**src/rtl/dvp_capture_multi.sv**
```systemverilog
// DVP camera capture front end: input sampling, start-up frame skip, beat packing,
// pixel coordinates and frame-size measurement. Optional cropping under DVP_CROP_EN.
module dvp_capture_multi #(
  parameter int DW            = 8,
  parameter int BEATS_PER_PIX = 2,
  parameter int SKIP_FRAMES   = 10,
  parameter int ADDR_W        = 12
) (
  input  logic                          PCLK,
  input  logic                          Rst_n,
  input  logic                          Vsync,
  input  logic                          Href,
  input  logic [DW-1:0]                 Data,
  input  logic                          Enable,
`ifdef DVP_CROP_EN
  input  logic [ADDR_W-1:0]             CropX0,
  input  logic [ADDR_W-1:0]             CropY0,
  input  logic [ADDR_W-1:0]             CropW,
  input  logic [ADDR_W-1:0]             CropH,
`endif
  output logic                          ImageState,
  output logic                          DataValid,
  output logic [BEATS_PER_PIX*DW-1:0]   DataPixel,
  output logic                          DataHs,
  output logic                          DataVs,
  output logic [ADDR_W-1:0]             Xaddr,
  output logic [ADDR_W-1:0]             Yaddr,
  output logic [ADDR_W-1:0]             FrameWidth,
  output logic [ADDR_W-1:0]             FrameHeight,
  output logic                          FrameDone
);

  localparam int PW = BEATS_PER_PIX * DW;
  localparam int STAGES = 1;
  localparam logic LAST_PH = 1'(BEATS_PER_PIX - 1);
  localparam logic [ADDR_W-1:0] AMAX = '1;

  typedef enum logic [1:0] {SKIP, ARMED, CAPTURE} state_t;
  state_t state, state_nxt;

  logic vs_r, hs_r, vs_d, hs_d;
  logic [DW-1:0] d_r, first_q;
  logic fs, le, beat, last_beat, capture, raw_px, emit, in_win, row_in, skip_hit, phase;
  logic [7:0] skip_cnt;
  logic [ADDR_W-1:0] x, y, ox, oy, last_w, out_x, out_y, p1_x, p1_y;
  logic [PW-1:0] pix_c, p1_pix;
  logic p1_hs, p1_vs;
  logic [STAGES:0] vld_pipe;

  function automatic logic [ADDR_W-1:0] sat_inc(input logic [ADDR_W-1:0] v);
    return (v == AMAX) ? v : v + 1'b1;
  endfunction

  always_ff @(posedge PCLK or negedge Rst_n) begin
    if (!Rst_n) begin
      vs_r <= 1'b0; hs_r <= 1'b0; d_r <= '0;
      vs_d <= 1'b0; hs_d <= 1'b0;
    end else begin
      vs_r <= Vsync; hs_r <= Href; d_r <= Data;
      vs_d <= vs_r;  hs_d <= hs_r;
    end
  end

  assign fs        = vs_r & ~vs_d;
  assign le        = hs_d & ~hs_r;
  // beats seen while Vsync is high are never packed
  assign beat      = hs_r & ~vs_r;
  assign last_beat = beat && (phase == LAST_PH);
  assign capture   = (state == CAPTURE);
  assign raw_px    = last_beat && capture;
  assign emit      = raw_px && in_win;
  assign skip_hit  = fs && (skip_cnt == 8'(SKIP_FRAMES - 1));

  generate
    if (BEATS_PER_PIX == 2) begin : g_two
      assign pix_c = {first_q, d_r};
    end else begin : g_one
      assign pix_c = d_r;
    end
  endgenerate

`ifdef DVP_CROP_EN
  logic [ADDR_W:0] x_end, y_end;
  assign x_end  = {1'b0, CropX0} + {1'b0, CropW};
  assign y_end  = {1'b0, CropY0} + {1'b0, CropH};
  assign row_in = ({1'b0, y} >= {1'b0, CropY0}) && ({1'b0, y} < y_end);
  assign in_win = row_in && ({1'b0, x} >= {1'b0, CropX0}) && ({1'b0, x} < x_end);
  assign out_x  = x - CropX0;
  assign out_y  = y - CropY0;
`else
  assign row_in = 1'b1;
  assign in_win = 1'b1;
  assign out_x  = x;
  assign out_y  = y;
`endif

  always_comb begin
    state_nxt = state;
    if (fs) begin
      case (state)
        SKIP:    if (skip_hit) state_nxt = ARMED;
        ARMED:   if (Enable)   state_nxt = CAPTURE;
        CAPTURE: if (!Enable)  state_nxt = ARMED;
        default: state_nxt = SKIP;
      endcase
    end
  end

  always_ff @(posedge PCLK or negedge Rst_n) begin
    if (!Rst_n) begin
      state <= SKIP; skip_cnt <= '0; ImageState <= 1'b0;
      FrameWidth <= '0; FrameHeight <= '0; FrameDone <= 1'b0;
    end else begin
      state <= state_nxt;
      if (fs && skip_cnt != 8'hFF) skip_cnt <= skip_cnt + 8'd1;
      if (skip_hit) ImageState <= 1'b1;
      FrameDone <= 1'b0;
      if (fs && capture && oy != '0) begin
        FrameWidth  <= last_w;
        FrameHeight <= oy;
        FrameDone   <= 1'b1;
      end
    end
  end

  // x/y are raw coordinates; ox/oy count only emitted pixels and feed the size report
  always_ff @(posedge PCLK or negedge Rst_n) begin
    if (!Rst_n) begin
      phase <= 1'b0; first_q <= '0;
      x <= '0; y <= '0; ox <= '0; oy <= '0; last_w <= '0;
    end else if (fs) begin
      phase <= 1'b0;
      x <= '0; y <= '0; ox <= '0; oy <= '0;
    end else if (le) begin
      phase <= 1'b0;
      x <= '0; ox <= '0;
      if (x != '0) y <= sat_inc(y);
      if (ox != '0) begin
        oy     <= sat_inc(oy);
        last_w <= ox;
      end
    end else if (beat) begin
      phase <= (phase == LAST_PH) ? 1'b0 : 1'b1;
      if (phase == 1'b0) first_q <= d_r;
      if (raw_px) x <= sat_inc(x);
      if (emit) ox <= sat_inc(ox);
    end
  end

  always_ff @(posedge PCLK or negedge Rst_n) begin
    if (!Rst_n) begin
      vld_pipe <= '0; p1_pix <= '0; p1_x <= '0; p1_y <= '0; p1_hs <= 1'b0; p1_vs <= 1'b0;
      DataPixel <= '0; Xaddr <= '0; Yaddr <= '0; DataHs <= 1'b0; DataVs <= 1'b0;
    end else begin
      vld_pipe <= {vld_pipe[STAGES-1:0], emit};
      if (emit) begin
        p1_pix <= pix_c; p1_x <= out_x; p1_y <= out_y;
      end
      p1_hs <= hs_r & capture & row_in;
      p1_vs <= vs_r & capture;
      if (vld_pipe[0]) begin
        DataPixel <= p1_pix; Xaddr <= p1_x; Yaddr <= p1_y;
      end
      DataHs <= p1_hs;
      DataVs <= p1_vs;
    end
  end

  assign DataValid = vld_pipe[STAGES];

endmodule

```
**config.mk**
```make
export PLATFORM = sky130hd
export DESIGN_NAME = dvp_capture_multi
export DESIGN_NICKNAME = d
export VERILOG_FILES = /design/src/rtl/dvp_capture_multi.sv
export SDC_FILE = /design/constraint.sdc
export NUM_CORES = 1
export LEC_CHECK = 0
export CAP_MARGIN = 0
export CORE_MARGIN = 2
export CORE_UTILIZATION = 30
export CTS_BUF_LIST = sky130_fd_sc_hd__clkbuf_8
export DETAILED_ROUTE_END_ITERATION = 12
export SLEW_MARGIN = 10
export SYNTH_ARGS = -nofsm -noshare
export SYNTH_HDL_FRONTEND = slang
export SYNTH_SLANG_ARGS = --single-unit
export TNS_END_PERCENT = 30
```
**constraint.sdc**
```tcl
create_clock -name PCLK -period 5.1 [get_ports PCLK]
set_clock_uncertainty 0.2 [all_clocks]
set_input_delay 1.02 -clock PCLK [delete_from_list [all_inputs] [get_ports PCLK]]
set_output_delay 1.02 -clock PCLK [all_outputs]
set_load 0.005 [all_outputs]
```
==> key figures <==
Clock network
  • Worst-Skew Late Latency: 0.51 ns
  • H-tree depth: 2
  • CTS tree: built
  • Reg clk slew, reported paths: 0.06 ns
  • CTS root buffer: clkbuf_8
  • CTS Hold Buffers Added: 0
  • CTS sink count: just over 200
  • Post-cts sizing count: 0
  • Bufs on Longest Clock Path: 3
  • Num CTS Buffers: 34
  • Post-CTS Setup Bufs: 0

Timing
  • Final Critical Period: 2.930 ns
  • Final TNS setup: 0 ns
  • Unrepaired setup endpoints after global routing: false
  • PnR worst setup slack: 2.170 ns
  • Slew @ Worst Pin: 1.142 ns
  • Pins over their slew limit: 0
  • Final period util: a little under three fifths
  • Relative slew slack: 23.29%
  • WHS: 0.1459 ns
  • Fmax: 0.3413 GHz
  • Final hold viol count: 0
  • Setup-failing EPs final: 0

Floorplanning
  • CORE AREA: 28,630 sq um
  • Initial core utilization: 30.33%
  • Die area: roughly 30,000 sq um
  • Die Y: between 150 and 200 um
  • Io pins: 82
  • Die Wd: about 170 um
  • FP Rows: 62

Final layout
  • Final Net Count: 848
  • P&R area growth vs syn: 21.17%
  • Layout cells sized above 1: around a fifth
  • Ant diodes: 0
  • Finished Core Util: 36.76%
  • # fillers: 2,827

Logic synthesis
  • Register area share after synthesis: 58.50%
  • Synth Instances: 738
  • EDFF count, synth: 0
  • Distinct cells, synth: 61
  • Syn Area/Cell: 11.77 sq um
  • Syn_nets: 760
  • Register bit count reported by yosys: 203
  • Mapped Area: slightly below 9000 sq um
  • Yosys warns: 0
  • Synth Flop Type: dfrtp_1
  • Async SR Flop Fraction: 100.0%

Power
  • Maximum VDD drop: 0.1603 mV
  • Clock share of power: 40.6%
  • Leak pwr: 4.735 nW
  • Logic pwr share: 6.9%
  • Sw Ratio: 24.90%
  • Net Switching: 0.0008504 W
  • Power density relative to cell area: 324.5 nW/um^2
  • Seq pwr share: 52.5%
  • Power Total: 0.003415 W
  • Int Power: 0.002564 W

Route
  • DR pass1 iterations: 4
  • Final antenna-violating net count: 0
  • Routed wire per std cell: between 15 and 20 um
  • Post-Route WL: 18.96 mm
  • DRC: 0
  • DR iter-0 viols: ~390
  • Vias: slightly above 6,000
  • Routed vias/inst: 4.896

Worst hold path
  • Min-delay src: p1_vs$_DFF_PN0_
  • Worst Hold Endpoint: DataVs$_DFF_PN0_
  • HP Class: register to register
  • Worst Hold Path Cells: 0

Setup path
  • CP arrival: roughly 3.1 ns
  • RR Endpoint: last_w[11]$_DFFE_PN0P_
  • R2r setup slk: 2.17 ns
  • Cells on worst reg2reg path: 6
  • CP Class: register to register
  • R2r startpoint: ox[0]$_DFFE_PN0P_
  • Setup crit end kind: register
  • Max Fanout on Critical Path: 20
  • Startpoint Class: register
  • Crit-path slowest cell: o31ai_4
  • Critical Path RT: 5.28 ns
  • Crit-path cells: inv_1 > ha_1 > or4b_4 > o31ai_4 > nor2_2 > mux2_4
  • Crit-path max cell delay: about 0.73 ns

Status
  • Status: finished, final reports clean

Global route
  • First-pass GRT wire length: 32.37 mm
  • Overflow after GRT: 0
  • Vias in the first global route: a little over 6,000
  • Initial antenna violation count: 0
  • Largest net degree at the start of global routing: 122
  • GRT Total Usage: 12.83%

Placed design
  • PortBufs: 81
  • DP Wirelength: 12.04 mm
  • Pre-CTS setup slack: 2.218 ns
  • Routability congestion estimate: 0.8033

Job
  • Max_cap viols: 0
[cells by family after synthesis]
group           share of synthesized area [%]
compound gates                          7.522
xor+xnor                               0.6052
fa+ha+maj                               1.297
buf+inv                                 2.565
flops                                   58.50
mux                                     12.59
simple gates                            16.92
[critical path: cells and delay by family, from the launching register on]
kind            cells  cell delay, ns
compound gates      1            0.73
mux                 1            0.38
fa+ha+maj           1            0.14
buf+inv             1            0.10
simple gates        2            0.83
flops               1            0.43
[per-layer routing]
metal | vias up | part of all wire [%] | global-route usage (%) | routed length [um]
met4 | 0 | 1.9 | 3.817 | 362
met3 | 31 | 4.8 | 2.668 | 907
met2 | 140 | 44 | 19.41 | 8361
met1 | 3028 | 49 | 18.52 | 9330
met5 | - | 0 | 0 | 0
li1 | 2843 | - | - | -
[cell usage after synthesis (6+ instances only)]
library cell	instances	area (sq um)
buf_2	10	50.05
nor2_1	8	30.03
nand2b_1	8	50.05
clkbuf_1	13	48.80
a21oi_1	26	130.1
buf_1	9	33.78
mux2i_1	11	110.1
o31ai_1	19	142.6
or4_1	22	165.2
nand3_1	30	150.1
ha_1	9	112.6
dfrtp_1	203	5080
mux2_2	74	833.3
and4_1	9	78.83
nand2_1	139	521.8
mux2_4	10	150.1
inv_1	12	45.04
nor4_1	6	37.54
o21ai_0	15	75.07
nand4_1	18	112.6
or3_1	9	56.30
[power by group through the flow]
stage          logic (W)  registers, W  clock network, W
2_1_floorplan   0.000141       0.00180                 0
3_3_place_gp    0.000238       0.00182                 0
3_5_place_dp    0.000244       0.00182                 0
4_1_cts         0.000243       0.00179           0.00144
5_1_grt         0.000272       0.00181           0.00151
6_report        0.000236       0.00179           0.00138
[sequential cells by signal (all words and copies together), names as in the netlist, 2 cells and up]
signal       flops
out_y           12
oy              12
d_r              8
p1_x            12
vld_pipe         2
last_w          12
p1_pix          16
ox              12
DataPixel       16
Yaddr           12
skip_cnt         8
FrameWidth      12
out_x           12
Xaddr           12
first_q          8
p1_y            12
state            2
FrameHeight     12
[stage by stage]
step                instance area (sq um)  std cells
floorplan                            8683        738
global placement                     9863       1174
detailed placement                   9863       1174
CTS                                 10520       1234
global route                        10520       1234
finish                              10520       1234
[layout by cell type (no fill, tap or decap), types with 8 or more instances in the layout]
cell type        instances
clkbuf_8                42
or4_1                   22
mux2_2                  74
clkdlybuf4s50_1         80
nor2_1                   8
nand4_1                 18
nand2_1                138
nand3_1                 30
o31ai_1                 19
and4_1                   9
nand2b_1                 8
mux2i_1                 11
or3_1                    9
dfrtp_1                202
mux2_4                  10
o21ai_0                 15
a21oi_1                 26
ha_1                     9
inv_1                   22
[worst max path at each step]
| stage | from | to | slack, ns | depth (start not counted) |
|---|---|---|---|---|
| finish | ox[0]$_DFFE_PN0P_ | last_w[11]$_DFFE_PN0P_ | 2.17 | 6 |
| global placement | ox[0]$_DFFE_PN0P_ | last_w[11]$_DFFE_PN0P_ | 2.26 | 6 |
| CTS | ox[0]$_DFFE_PN0P_ | last_w[4]$_DFFE_PN0P_ | 2.20 | 6 |
| detailed placement | ox[0]$_DFFE_PN0P_ | last_w[3]$_DFFE_PN0P_ | 2.22 | 6 |
| global route | ox[0]$_DFFE_PN0P_ | last_w[4]$_DFFE_PN0P_ | 2.01 | 6 |
| floorplan | ox[0]$_DFFE_PN0P_ | last_w[0]$_DFFE_PN0P_ | 2.92 | 7 |
[layout make-up]
| class | count | area (sq um) | share of cell area, % |
|---|---|---|---|
| flip-flops and latches | 203 | 5081 | 48.29 |
| multi-input cells | 486 | 3386 | 32.18 |
| repair buffers | 88 | 867.1 | 8.241 |
| clock buffers | 41 | 564.3 | 5.363 |
| well taps | 384 | 480.5 | 4.567 |
| clock inverters | 19 | 93.84 | 0.8919 |
| inverters | 13 | 48.80 | 0.4638 |
Note: power is estimated with default switching activity, not from simulation.
